**src/rtl/mem_store_buffer.sv**
```systemverilog
// Posted-write store buffer sitting in front of the data memory port.
// Stores are queued in a circular FIFO and retired when the port is idle.
// Loads are forwarded from the youngest matching pending store.
// Optional build macro: STORE_BUF_COALESCE_EN. When it is defined, a store
// to the youngest entry's word address merges into that entry.
module mem_store_buffer #(
  parameter int DEPTH = 4,
  parameter int AW    = 6
) (
  input  logic                   clock,
  input  logic                   resetn,
  input  logic                   mwmem,
  input  logic                   mrmem,
  input  logic [31:0]            malu,
  input  logic [31:0]            mb,
  input  logic                   mem_ready,
  input  logic [31:0]            mem_rdata,
  output logic                   mem_we,
  output logic [AW-1:0]          mem_addr,
  output logic [31:0]            mem_wdata,
  output logic [31:0]            mmo,
  output logic                   fwd_hit,
  output logic                   stall,
  output logic [$clog2(DEPTH):0] count,
  output logic                   empty,
  output logic                   full
);

  localparam int PW = $clog2(DEPTH);
  localparam int CW = PW + 1;

  logic [AW-1:0]    waddr_q [DEPTH];
  logic [31:0]      data_q  [DEPTH];
  logic [DEPTH-1:0] valid_q;
  logic [PW-1:0]    head_q, tail_q;
  logic [CW-1:0]    count_q, count_d;

  logic [AW-1:0]    req_addr;
  logic             drain, push, coal;
  logic             match_c;
  logic [31:0]      match_data_c;
  logic [PW-1:0]    scan_idx;
  logic             load_fwd;

  // Byte offset and upper address bits carry no meaning for word stores.
  logic unused_malu;
  assign unused_malu = ^{malu[31:AW+2], malu[1:0]};

  assign req_addr = malu[AW+1:2];
  assign empty    = (count_q == '0);
  assign full     = (count_q == CW'(DEPTH));
  assign count    = count_q;

  // A load owns the port, so retirement only happens in load-free cycles.
  assign drain     = !empty && mem_ready && !mrmem;
  assign mem_we    = drain;
  assign mem_wdata = data_q[head_q];
  assign mem_addr  = mrmem ? req_addr : waddr_q[head_q];

`ifdef STORE_BUF_COALESCE_EN
  logic [PW-1:0] young_idx;
  assign young_idx = tail_q - PW'(1);
  // Merging into a head entry that leaves this cycle would lose the data.
  assign coal = mwmem && !empty && valid_q[young_idx] &&
                (waddr_q[young_idx] == req_addr) &&
                !((count_q == CW'(1)) && drain);
`else
  assign coal = 1'b0;
`endif

  assign stall = mwmem && full && !drain && !coal;
  assign push  = mwmem && !stall && !coal;

  // Scan oldest to youngest so the youngest match is the one left standing.
  always_comb begin
    match_c      = 1'b0;
    match_data_c = '0;
    scan_idx     = '0;
    for (int i = 0; i < DEPTH; i++) begin
      scan_idx = head_q + PW'(i);
      if (valid_q[scan_idx] && (waddr_q[scan_idx] == req_addr)) begin
        match_c      = 1'b1;
        match_data_c = data_q[scan_idx];
      end
    end
  end

  // A simultaneous store takes priority and the load is dropped.
  assign load_fwd = mrmem && !mwmem && match_c;
  assign fwd_hit  = load_fwd;
  assign mmo      = load_fwd ? match_data_c : mem_rdata;

  // Occupancy moves only when exactly one of push/pop happens.
  always_comb begin
    count_d = count_q;
    case ({push, drain})
      2'b10:   count_d = count_q + CW'(1);
      2'b01:   count_d = count_q - CW'(1);
      default: count_d = count_q;
    endcase
  end

  // Pointers, occupancy and valid bits; reset discards every pending store.
  always_ff @(posedge clock or negedge resetn) begin
    if (!resetn) begin
      head_q  <= '0;
      tail_q  <= '0;
      count_q <= '0;
      valid_q <= '0;
    end else begin
      count_q <= count_d;
      if (drain) begin
        head_q           <= head_q + PW'(1);
        valid_q[head_q]  <= 1'b0;
      end
      // When full, head equals tail; the set below must override the clear.
      if (push) begin
        tail_q           <= tail_q + PW'(1);
        valid_q[tail_q]  <= 1'b1;
      end
    end
  end

  // Entry payload; qualified by valid_q so it needs no reset.
  always_ff @(posedge clock) begin
    if (push) begin
      waddr_q[tail_q] <= req_addr;
      data_q[tail_q]  <= mb;
    end else if (coal) begin
      data_q[tail_q - PW'(1)] <= mb;
    end
  end

endmodule

```
**config.mk**
```make
export PLATFORM = sky130hd
export DESIGN_NAME = mem_store_buffer
export DESIGN_NICKNAME = d
export VERILOG_FILES = /design/src/rtl/mem_store_buffer.sv
export SDC_FILE = /design/constraint.sdc
export NUM_CORES = 1
export LEC_CHECK = 0
export CAP_MARGIN = 10
export CORE_MARGIN = 2
export CORE_UTILIZATION = 40
export CTS_BUF_LIST = sky130_fd_sc_hd__clkbuf_16
export CTS_CLUSTER_DIAMETER = 40
export DETAILED_ROUTE_END_ITERATION = 16
export PLACE_DENSITY = 0.63
export SYNTH_ARGS = -nofsm -noshare
export SYNTH_HDL_FRONTEND = slang
export SYNTH_SLANG_ARGS = --single-unit
```
**constraint.sdc**
```tcl
create_clock -name clock -period 12.31 [get_ports clock]
set_input_delay 3.0775 -clock clock [delete_from_list [all_inputs] [get_ports clock]]
set_output_delay 3.0775 -clock clock [all_outputs]
set_load 0.01 [all_outputs]
```
After elaboration in Yosys (flattened, before gate mapping)

Memory sizes are Yosys's and may differ from the RTL's.
Cells that the tools add are included.
Widths: inputs -> output; s select.

Flip-flop bits (word level): 11
Bits in latches: 0
RAM bits: 152
Bits in read-only memories: 0
Input port bits: 101
Output and inout port bits: 78
Memories kept: 2

$add $sub $neg: 6
Multiply operators: 0
Div/mod/pow operators: 0
Magnitude comparators: 7
Equal/unequal tests: 7
Shift operators: 0
Mux-type cells: 27
Bitwise gates (word level): 3
Reductions and logical operators: 20

Memory list:

| name    | words | bits a word | read ports | clocked after Yosys merged registers in | write ports | line | text |
|---|---|---|---|---|---|---|---|
| data_q  | 4     | 32          | 4          | 0                                       | 1           | 33   | `logic [31:0] data_q [DEPTH];` |
| waddr_q | 4     | 6           | 4          | 0                                       | 1           | 32   | `logic [AW-1:0] waddr_q [DEPTH];` |

Operators by type and width:

| kind                | number |
|---|---|
| $mux 32             | 5 |
| $eq 6x6->1          | 4 |
| $lt 2x3->1 const B  | 5 |
| $logic_and 1x1->1   | 13 |
| $mux 1              | 12 |
| $bmux 1 s2          | 4 |
| $mux 4              | 2 |
| $mux 6              | 1 |
| $pmux 3 s2          | 1 |
| $logic_not 1->1     | 5 |
| $add 2x1->2 const B | 2 |
| $add 2x2->2 const B | 2 |
| $and 4x4->4         | 1 |
| $demux 1 s2         | 2 |
| $ge 2x1->1 const B  | 2 |
| $not 4->4           | 1 |
| $or 4x4->4          | 1 |
| $add 3x1->3 const B | 1 |
| $eq 3x3->1 const B  | 1 |
| $logic_not 3->1     | 1 |
| $sub 3x1->3 const B | 1 |
| $eq 2x1->1 const B  | 1 |
| $eq 2x2->1 const B  | 1 |
| $reduce_bool 2->1   | 1 |

Depth between registers and ports, before layout

Gate-level depths: netlist of the first run.

Depth after elaboration: 10
Depth in mapped cells: 16
Depth with buffers taken out: 9

Least setup slack after synthesis of the first run

OpenSTA, ideal clock, no wires.

Path kind: input to output
Start: in malu[2]
End: out mmo[10]
Arrival time: 4.861 ns
Slack: 4.372 ns
Stages: 8
Cell sequence: clkbuf_1 o22ai_1 a211oi_1 o2111ai_1 nor2_1 clkbuf_1 a311oi_1 o31ai_2

Cells in the longest elaborated chain, start to end: 8

Ends and longest elaborated chain:

| item                 | line | text |
|---|---|---|
| from (decl)          | 14   | `input logic [31:0] malu,` |
| $eq 6x6->1           | 81   | `if (valid_q[scan_idx] && (waddr_q[scan_idx] == req_addr)) begin` |
| $logic_and 1x1->1    | 81   |  |
| $mux 1 (4 in series) | 81   |  |
| $logic_and 1x1->1    | 89   | `assign load_fwd = mrmem && !mwmem && match_c;` |
| $mux 32 (*)          | 91   | `assign mmo = load_fwd ? match_data_c : mem_rdata;` |
| to (decl)            | 21   | `output logic [31:0] mmo,` |

Mark *: on every way between the ends. The rest lies on a longest branch, timed or not.

Final worst setup path of the first run

Start: in malu[3]
End: out mmo[0]

The elaborated chain is that of the path after synthesis.

==> results of run 1 <==
==> power groups by stage <==
stage | Sequential [uW] | Clock [uW] | Combinational (uW)
CTS | 853 | 502 | 1770
detailed placement | 864 | 0 | 1770
floorplan | 809 | 0 | 1330
global route | 871 | 524 | 1880
global placement | 846 | 0 | 1740
finish | 855 | 492 | 1750
==> state kept, by name (all words and copies together) (netlist names) <==
signal,flops
count,3
data_q,128
valid_q,4
tail_q,2
waddr_q,24
head_q,2
==> critical path, delay by kind of cell <==
family | cells | cell delay [ns]
AND/OR/NAND/NOR | 2 | 1.94
AO/OA/AOI/OAI | 3 | 0.81
buffers and inverters | 2 | 1.45
XOR/XNOR | 1 | 0.20
==> cell families (layout without fill, tap and decap cells) <==
logic type               after synthesis  after routing  share of synthesized area
multiplexers                         167            167                     0.3283
flip-flops                           163            163                     0.4517
AO/OA/AOI/OAI                        118            118                    0.09483
AND/OR/NAND/NOR                      113            113                    0.05244
buffers and inverters                 77            205                    0.03457
XOR/XNOR                              33             33                    0.02698
adder cells (fa/ha/maj)                9              9                    0.01121
==> layout make-up <==
class,instances,area (um2)
multi-input cells,440,5573
repair buffers,164,1624
well taps,335,419.2
clock inverters,15,120.1
clock buffers,17,425.4
fillers,2158,13160
flip-flops and latches,163,4847
inverters,9,33.78
==> worst paths after layout <==
kind / from / to / slack, ns / depth (start not counted)
min: count[2] / count[2] / 0.55 / 1
min reg2reg: count[2] / count[2] / 0.55 / 1
max in group asynchronous: resetn / head_q[0] / 8.91 / 1
max: malu[3] / mmo[0] / 1.73 / 8
min in group asynchronous: resetn / tail_q[0] / 2.99 / 1
max reg2reg: count[2] / data_q[1][0] / 9.17 / 7
==> stage by stage <==
step	total power (uW)	util	std cells	setup WS, ns
after floorplan	2143	-	680	4.372
after global placement	2582	0.4766	1110	1.846
after detailed placement	2630	0.4766	1110	1.780
after CTS	3128	0.4974	1142	1.779
after global routing	3271	0.4977	1143	1.516
final	3094	0.4977	1143	1.731
==> cell usage in the layout (no fill, tap or decap), drive strengths merged, types with 3 or more instances in the layout <==
master,netlist,layout
a21o,4,4
a311oi,32,32
and2,37,37
buf,33,11
clkbuf,35,18
clkdlybuf4s50,0,152
clkinv,0,5
dfrtp,11,11
edfxtp,152,152
ha,8,8
inv,9,17
mux2,5,5
mux2i,15,15
mux4,147,147
nand2,52,52
nand2b,4,4
nor2,7,7
nor3,3,3
o22ai,34,34
o31ai,33,33
xnor2,24,24
xor2,9,9
==> per-layer routing <==
metal | vias to the layer above | GRT usage
met5 | - | 0
met4 | 0 | 0.06087
met3 | 28 | 0.03734
met2 | 325 | 0.3484
met1 | 3818 | 0.2491
li1 | 3124 | -
==> results.yml, run 1 <==
placed_design:
  gp_congestion: 0.7611
  placed_area_um2: 12490
  port_buffers: 152
  dpl.hpwl_mm: 16.54
drt:
  wl_met1_mm: 10.65
  wl_per_cell_um: 24.01
  totalWireLength_mm: 27.44
  vias: 7295
  antenna_left: 0
  drt_first_iter_violations: 710
  wl_met2_mm: 14.48
  wl_met3_mm: 1.840
  routed_via_density: 6.382
  first_pass_iters: 5
  drc: 0
  top_layer_used: "met4"
cts:
  cts_made_buffers: 17
  cts_tree: "done"
  clk_latency_ns: 0.43
  cts_hold_buf: 0
  clock-sinks: 163
  cts_resized: 0
  clockBufferDepth: 2
  cts_setup_buffers: 0
  clk_pin_slew_ns: 0.06
  cts_root_buffer: "clkbuf_16"
  htree_levels: 4
critical_path:
  cp.arrival_ns: 7.50
  required_ns: 9.23
  slowest_stage: "or3_2"
  end_kind: "output port"
  path_cells: "clkdlybuf4s50_1, xor2_1, a32oi_1, or3_2, nand2_2, o22ai_1, o31ai_1, clkdlybuf4s50_1"
  critical_path_class: "in -> out"
  path_common_cell: "clkdlybuf4s50_1"
  startpoint_type: "primary input"
  cp_max_fo: 33
  max_stage_delay_ns: 0.99
pwr:
  powerDensity_nw_per_um2: 237.2
  seq_power_share: 0.276
  p_sw_frac: 0.3673
  clkPwrFrac: 0.159
  p_leak_uw: 0.004220
  p_switching_uw: 1137
  peakVddDrop_v: 0.0002702
  internal-power_uw: 1957
  combPwrFrac: 0.565
layout:
  nets: 905
  syn2layout_area_growth_pct: 21.73
  stdcell_area_um2: 13040
  n_antenna_cell: 0
  drive_above_1_share: 0.2896
sta:
  max_freq_mhz: 94.53
  slew_violations: 0
  period_needed_ns: 10.58
  hold_violations: 0
  fin_crit_sh: 0.8594
  timing.hold.ws_ns: 0.5454
  fin_setup_tns_ns: 0
  setup_violations: 0
  rsz0062_at_grt: "false"
  finalClockSkew_ns: 0.009325
  relSlewSlack: 0.2371
  worst_pin_slew_ns: 1.142
floorplanning:
  io_pins: 179
  die_h_um: 167.7
  rows: 59
  core_area_um2: 26210
  dieWidth_um: 167.7
  dieArea_um2: 28110
  start_util: 0.4088
yosys:
  ys_ff_latch: 163
  ys_top_cells_by_area: "edfxtp_1 (43%), mux4_2 (31%), o31ai_2 (2.7%)"
  synth_top_area_share: 0.4260
  yosys_warnings: 0
  syn-num-nets: 790
  synth_cell_types: 45
  netlist_top_cells_count: "edfxtp_1 (152), mux4_2 (147), nand2_1 (51), and2_1 (37), clkbuf_1 (35)"
  syn-cell-area_um2: 10710
  synth-edff-count: 152
  synth_largest_area_cell: "edfxtp_1"
  syn_avg_cell_area_um2: 15.76
  synth_seq_area_share: 0.4517
  synth.most_common_cell: "edfxtp_1"
  ys.flop_type: "edfxtp_1"
  synth_cells: 680
  async_reset_ff_frac: 0.06748
global_route:
  grt_first_pass_wirelength_mm: 42.40
  gr-total-overflow: 0
  grt_pass1_vias: 7407
  grt_max_degree: 156
  grt_usage: 0.1979
  antenna_found_initial: 0
run:
  maxCapViolCount: 0
min_path:
  min_path_type: "reg -> reg"
run_status:
  status: "completed"
Note: power is estimated with default switching activity, not from simulation.
==> run 2: changes to the inputs <==
--- a/config.mk
+++ b/config.mk
@@ -7,11 +7,11 @@
 export LEC_CHECK = 0
 export CAP_MARGIN = 10
 export CORE_MARGIN = 2
-export CORE_UTILIZATION = 40
+export CORE_UTILIZATION = 59
 export CTS_BUF_LIST = sky130_fd_sc_hd__clkbuf_16
 export CTS_CLUSTER_DIAMETER = 40
 export DETAILED_ROUTE_END_ITERATION = 16
-export PLACE_DENSITY = 0.63
+export PLACE_DENSITY = 0.87
 export SYNTH_ARGS = -nofsm -noshare
 export SYNTH_HDL_FRONTEND = slang
 export SYNTH_SLANG_ARGS = --single-unit
==> results.yml, run 2 (same netlist as run 1, synthesis figures left out) <==
critical_path:
  max_stage_delay_ns: 1.24
  cp.arrival_ns: 7.11
  cp_max_fo: 86
  required_ns: 9.23
  path_common_cell: "buf_4"
  critical_path_class: "reg -> out"
  path_cells: "inv_1, ha_4, buf_4, mux4_2, xnor2_1, nand4_1, or3_1, buf_4, nand2_2, o22ai_1, o31ai_1, clkdlybuf4s50_1"
  crit_buf_inv: 4
  slowest_stage: "dfrtp_4"
  end_kind: "output port"
  startpoint_type: "flop"
  critPathTopFamily: "buffers and inverters"
min_path:
  min_path_type: "reg -> reg"
layout:
  reg_top3: "data_q (128), waddr_q (24), valid_q (4)"
  syn2layout_area_growth_pct: 20.83
  drive_above_1_share: 0.2843
  nFillCells: 1069
  stdcell_area_um2: 12950
  nets: 906
  largest_reg_flops: 128
  final_cell_mix: "edfxtp_1 (152), clkdlybuf4s50_1 (152), mux4_2 (147), nand2_1 (51), o22ai_1 (34)"
  regMostFlops: "data_q"
placed_design:
  port_buffers: 152
  gp_congestion: 0.8330
  dpl.hpwl_mm: 16.52
  placed_area_um2: 12350
sta:
  rsz0062_at_grt: "false"
  fin_crit_sh: 0.8275
  setup_violations: 0
  hold_violations: 0
  worst_pin_slew_ns: 1.228
  relSlewSlack: 0.1815
  fin_setup_tns_ns: 0
  period_needed_ns: 10.19
  finalClockSkew_ns: 0.008223
  max_freq_mhz: 98.17
  slew_violations: 0
global_route:
  antenna_found_initial: 1
  grt_pass1_vias: 7698
  grt_first_pass_wirelength_mm: 43.04
  grt_max_degree: 87
  gr-total-overflow: 0
  grt_usage: 0.2902
cts:
  cts_made_buffers: 17
  clockBufferDepth: 2
  cts_hold_buf: 0
  clk_latency_ns: 0.44
  cts_setup_buffers: 0
  cts_tree: "done"
  htree_levels: 4
  clk_pin_slew_ns: 0.06
  cts_resized: 0
  cts_root_buffer: "clkbuf_16"
  clock-sinks: 163
drt:
  wl_per_cell_um: 26.27
  vias: 7550
  totalWireLength_mm: 27.29
  drc: 0
  drt_first_iter_violations: 657
  first_pass_iters: 7
  routed_via_density: 7.267
  antenna_left: 0
run_status:
  status: "completed"
floorplanning:
  io_pins: 179
  rows: 49
  core_area_um2: 17900
  dieArea_um2: 19250
  dieWidth_um: 138.8
  die_h_um: 138.8
  start_util: 0.5985
pwr:
  clkPwrFrac: 0.168
  combPwrFrac: 0.542
  internal-power_uw: 2012
  p_switching_uw: 1144
  p_sw_frac: 0.3625
  p_leak_uw: 0.004243
  seq_power_share: 0.290
  peakVddDrop_v: 0.0002011
  powerDensity_nw_per_um2: 243.7
run:
  maxCapViolCount: 0
[run 2: power by group through the flow]
stage / Sequential [uW] / Combinational (uW) / Clock [uW]
final: 914 / 1710 / 531
after global routing: 932 / 1820 / 559
after detailed placement: 917 / 1700 / 0
after global placement: 891 / 1650 / 0
after floorplan: 809 / 1330 / 0
after CTS: 910 / 1720 / 535
[run 2: worst paths after layout]
kind | startpoint | to | cells after the start | slack [ns]
min in group asynchronous | resetn | valid_q[3] | 1 | 2.99
max in group asynchronous | resetn | head_q[0] | 1 | 8.93
worst max-delay path | head_q[1] | mmo[0] | 12 | 2.12
worst min register to register | count[2] | count[2] | 1 | 0.53
worst max register to register | count[2] | data_q[0][11] | 6 | 9.41
worst min-delay path | count[2] | count[2] | 1 | 0.53
[run 2: per-layer routing]
layer / wire [um] / vias up / GRT usage
li1: - / 3130 / -
met1: 9495 / 3861 / 0.3615
met2: 14520 / 472 / 0.4990
met3: 2327 / 87 / 0.05180
met4: 950 / 0 / 0.1393
met5: 0 / - / 0
[run 2: cell type report]
cell class / instances / area, um2 / share of cell area
repair buffers: 165 / 1617 / 0.1249
diodes: 1 / 2.502 / 0.0001933
inverters: 9 / 33.78 / 0.002609
flip-flops and latches: 163 / 4847 / 0.3744
multi-input cells: 440 / 5572 / 0.4304
well taps: 229 / 286.5 / 0.02213
clock buffers: 17 / 425.4 / 0.03286
clock inverters: 15 / 162.7 / 0.01256
[run 2: stage by stage]
step | power (uW) | utilization | hold WS, ns | worst slack [ns] | instances
global placement | 2541 | 0.6899 | 0.5122 | 2.367 | 1005
finish | 3156 | 0.7232 | 0.5334 | 2.124 | 1039
floorplan | 2143 | - | 0.5043 | 4.372 | 680
global route | 3310 | 0.7232 | 0.5442 | 1.880 | 1039
detailed placement | 2615 | 0.6899 | 0.5205 | 2.290 | 1005
CTS | 3162 | 0.7227 | 0.5287 | 2.211 | 1037
==> run 3: changes to the inputs <==
--- a/config.mk
+++ b/config.mk
@@ -7,11 +7,11 @@
 export LEC_CHECK = 0
 export CAP_MARGIN = 10
 export CORE_MARGIN = 2
-export CORE_UTILIZATION = 59
+export CORE_UTILIZATION = 55
 export CTS_BUF_LIST = sky130_fd_sc_hd__clkbuf_16
 export CTS_CLUSTER_DIAMETER = 40
 export DETAILED_ROUTE_END_ITERATION = 16
-export PLACE_DENSITY = 0.87
+export PLACE_DENSITY = 0.82
 export SYNTH_ARGS = -nofsm -noshare
 export SYNTH_HDL_FRONTEND = slang
 export SYNTH_SLANG_ARGS = --single-unit
==> constraint.sdc (replaced) <==
create_clock -name clock -period 10.5 [get_ports clock]
set_input_delay 2.625 -clock clock [delete_from_list [all_inputs] [get_ports clock]]
set_output_delay 2.625 -clock clock [all_outputs]
set_load 0.01 [all_outputs]
==> results.yml, run 3 (same netlist as run 1, synthesis figures left out) <==
run_status:
  status: "completed"
critical_path:
  required_ns: 7.88
  max_stage_delay_ns: 0.79
  critical_path_class: "in -> out"
  path_cells: "clkdlybuf4s50_1, xnor2_1, nand4_1, or3_1, buf_4, nand2_2, o22ai_1, o31ai_1, clkdlybuf4s50_1"
  r2r_setup_slack_ns: 7.72
  cp_max_fo: 33
  path_common_cell: "clkdlybuf4s50_1"
  reg2reg_to: "waddr_q[1][5]"
  reg2reg_from: "count[2]"
  end_kind: "output port"
  slowest_stage: "clkdlybuf4s50_1"
  cp.arrival_ns: 6.53
  r2r_cells: 7
  startpoint_type: "primary input"
global_route:
  grt_usage: 0.2710
  grt_max_degree: 66
  grt_first_pass_wirelength_mm: 42.00
  grt_pass1_vias: 7657
  gr-total-overflow: 0
  antenna_found_initial: 0
min_path:
  hold_end: "count[2]"
  hold_start: "count[2]"
  hold-path-cell-count: 1
  min_path_type: "reg -> reg"
cts:
  clk_pin_slew_ns: 0.06
  clock-sinks: 163
  cts_tree: "done"
  clockBufferDepth: 2
  cts_hold_buf: 0
  cts_made_buffers: 17
  htree_levels: 4
  cts_resized: 0
  cts_root_buffer: "clkbuf_16"
  cts_setup_buffers: 0
  clk_latency_ns: 0.43
sta:
  fin_setup_tns_ns: 0
  rsz0062_at_grt: "false"
  fin_crit_sh: 0.8716
  period_needed_ns: 9.152
  worst_pin_slew_ns: 1.273
  slew_violations: 0
  setup_slack_ns: 1.348
  relSlewSlack: 0.1513
  max_freq_mhz: 109.3
  hold_violations: 0
  finalClockSkew_ns: 0.007590
  setup_violations: 0
layout:
  layout.cells.non_filler: 1073
  final_core_util: 0.6736
  regMostFlops: "data_q"
  drive_above_1_share: 0.2850
  nets: 907
  syn2layout_area_growth_pct: 21.16
  reg_top3: "data_q (128), waddr_q (24), valid_q (4)"
  final_cell_mix: "edfxtp_1 (152), clkdlybuf4s50_1 (152), mux4_2 (147), nand2_1 (51), o22ai_1 (34)"
  largest_reg_flops: 128
drt:
  drc: 0
  wl_per_cell_um: 25.32
  first_pass_iters: 5
  totalWireLength_mm: 27.17
  vias: 7428
  drt_first_iter_violations: 755
  routed_via_density: 6.923
  antenna_left: 0
floorplanning:
  io_pins: 179
  dieArea_um2: 20610
  core_area_um2: 19270
  start_util: 0.5560
  die_h_um: 143.6
  rows: 51
  dieWidth_um: 143.6
run:
  maxCapViolCount: 0
pwr:
  peakVddDrop_v: 0.0002772
  p_leak_uw: 0.004240
  powerDensity_nw_per_um2: 283.5
  power_uw: 3681
placed_design:
  dp_slack_ns: 1.406
  dpl.hpwl_mm: 16.86
  dp.cells: 1043
  gp_congestion: 0.8198
  port_buffers: 152
[run 3: changes by cell type in the layout (fill, tap and decap cells not counted)]
cell / delta
buf_4: +2
clkinv_1: -2
inv_6: -2
buf_2: -1
clkinv_2: +1
[run 3: metal layers]
metal,vias up,global-route usage,share of wire
li1,3122,-,-
met1,3797,0.3570,0.36
met2,437,0.4469,0.51
met3,72,0.04998,0.092
met4,0,0.1166,0.030
met5,-,0,0
[run 3: report_power, final]
part	total, uW	switching (uW)	internal, uW
clock	609	243	367
combinational	2040	918	1120
sequential	1030	167	866
total	3680	1330	2350
[run 3: cell type report]
type / instances / area [um2]
Fill cell: 1293 / 6290
Multi-Input combinational cell: 440 / 5572
Sequential cell: 163 / 4847
Timing Repair Buffer: 166 / 1627
Clock buffer: 17 / 425.4
Tap cell: 265 / 331.6
Clock inverter: 12 / 142.6
Inverter: 9 / 33.78
Antenna cell: 1 / 2.502
[run 3: how the worst max path moves through the flow]
| stage | startpoint | to | cells past startpoint |
|---|---|---|---|
| after global routing | malu[2] | mmo[31] | 9 |
| after floorplan | malu[2] | mmo[10] | 8 |
| final | malu[2] | mmo[31] | 9 |
| after global placement | malu[2] | mmo[31] | 9 |
| after CTS | malu[5] | mmo[4] | 11 |
| after detailed placement | malu[2] | mmo[31] | 9 |
[run 3: stage by stage]
stage / area [um2] / hold WS (ns)
2_1_floorplan: 10710 / 0.5043
3_3_place_gp: 12410 / 0.4973
3_5_place_dp: 12410 / 0.5282
4_1_cts: 12980 / 0.5408
5_1_grt: 12980 / 0.5779
6_report: 12980 / 0.5407
[run 3: worst max-delay path, delay by kind of cell]
family | cells | cell delay (ns)
AND/OR/NAND/NOR | 3 | 1.39
buffers and inverters | 3 | 1.71
XOR/XNOR | 1 | 0.19
AO/OA/AOI/OAI | 2 | 0.58
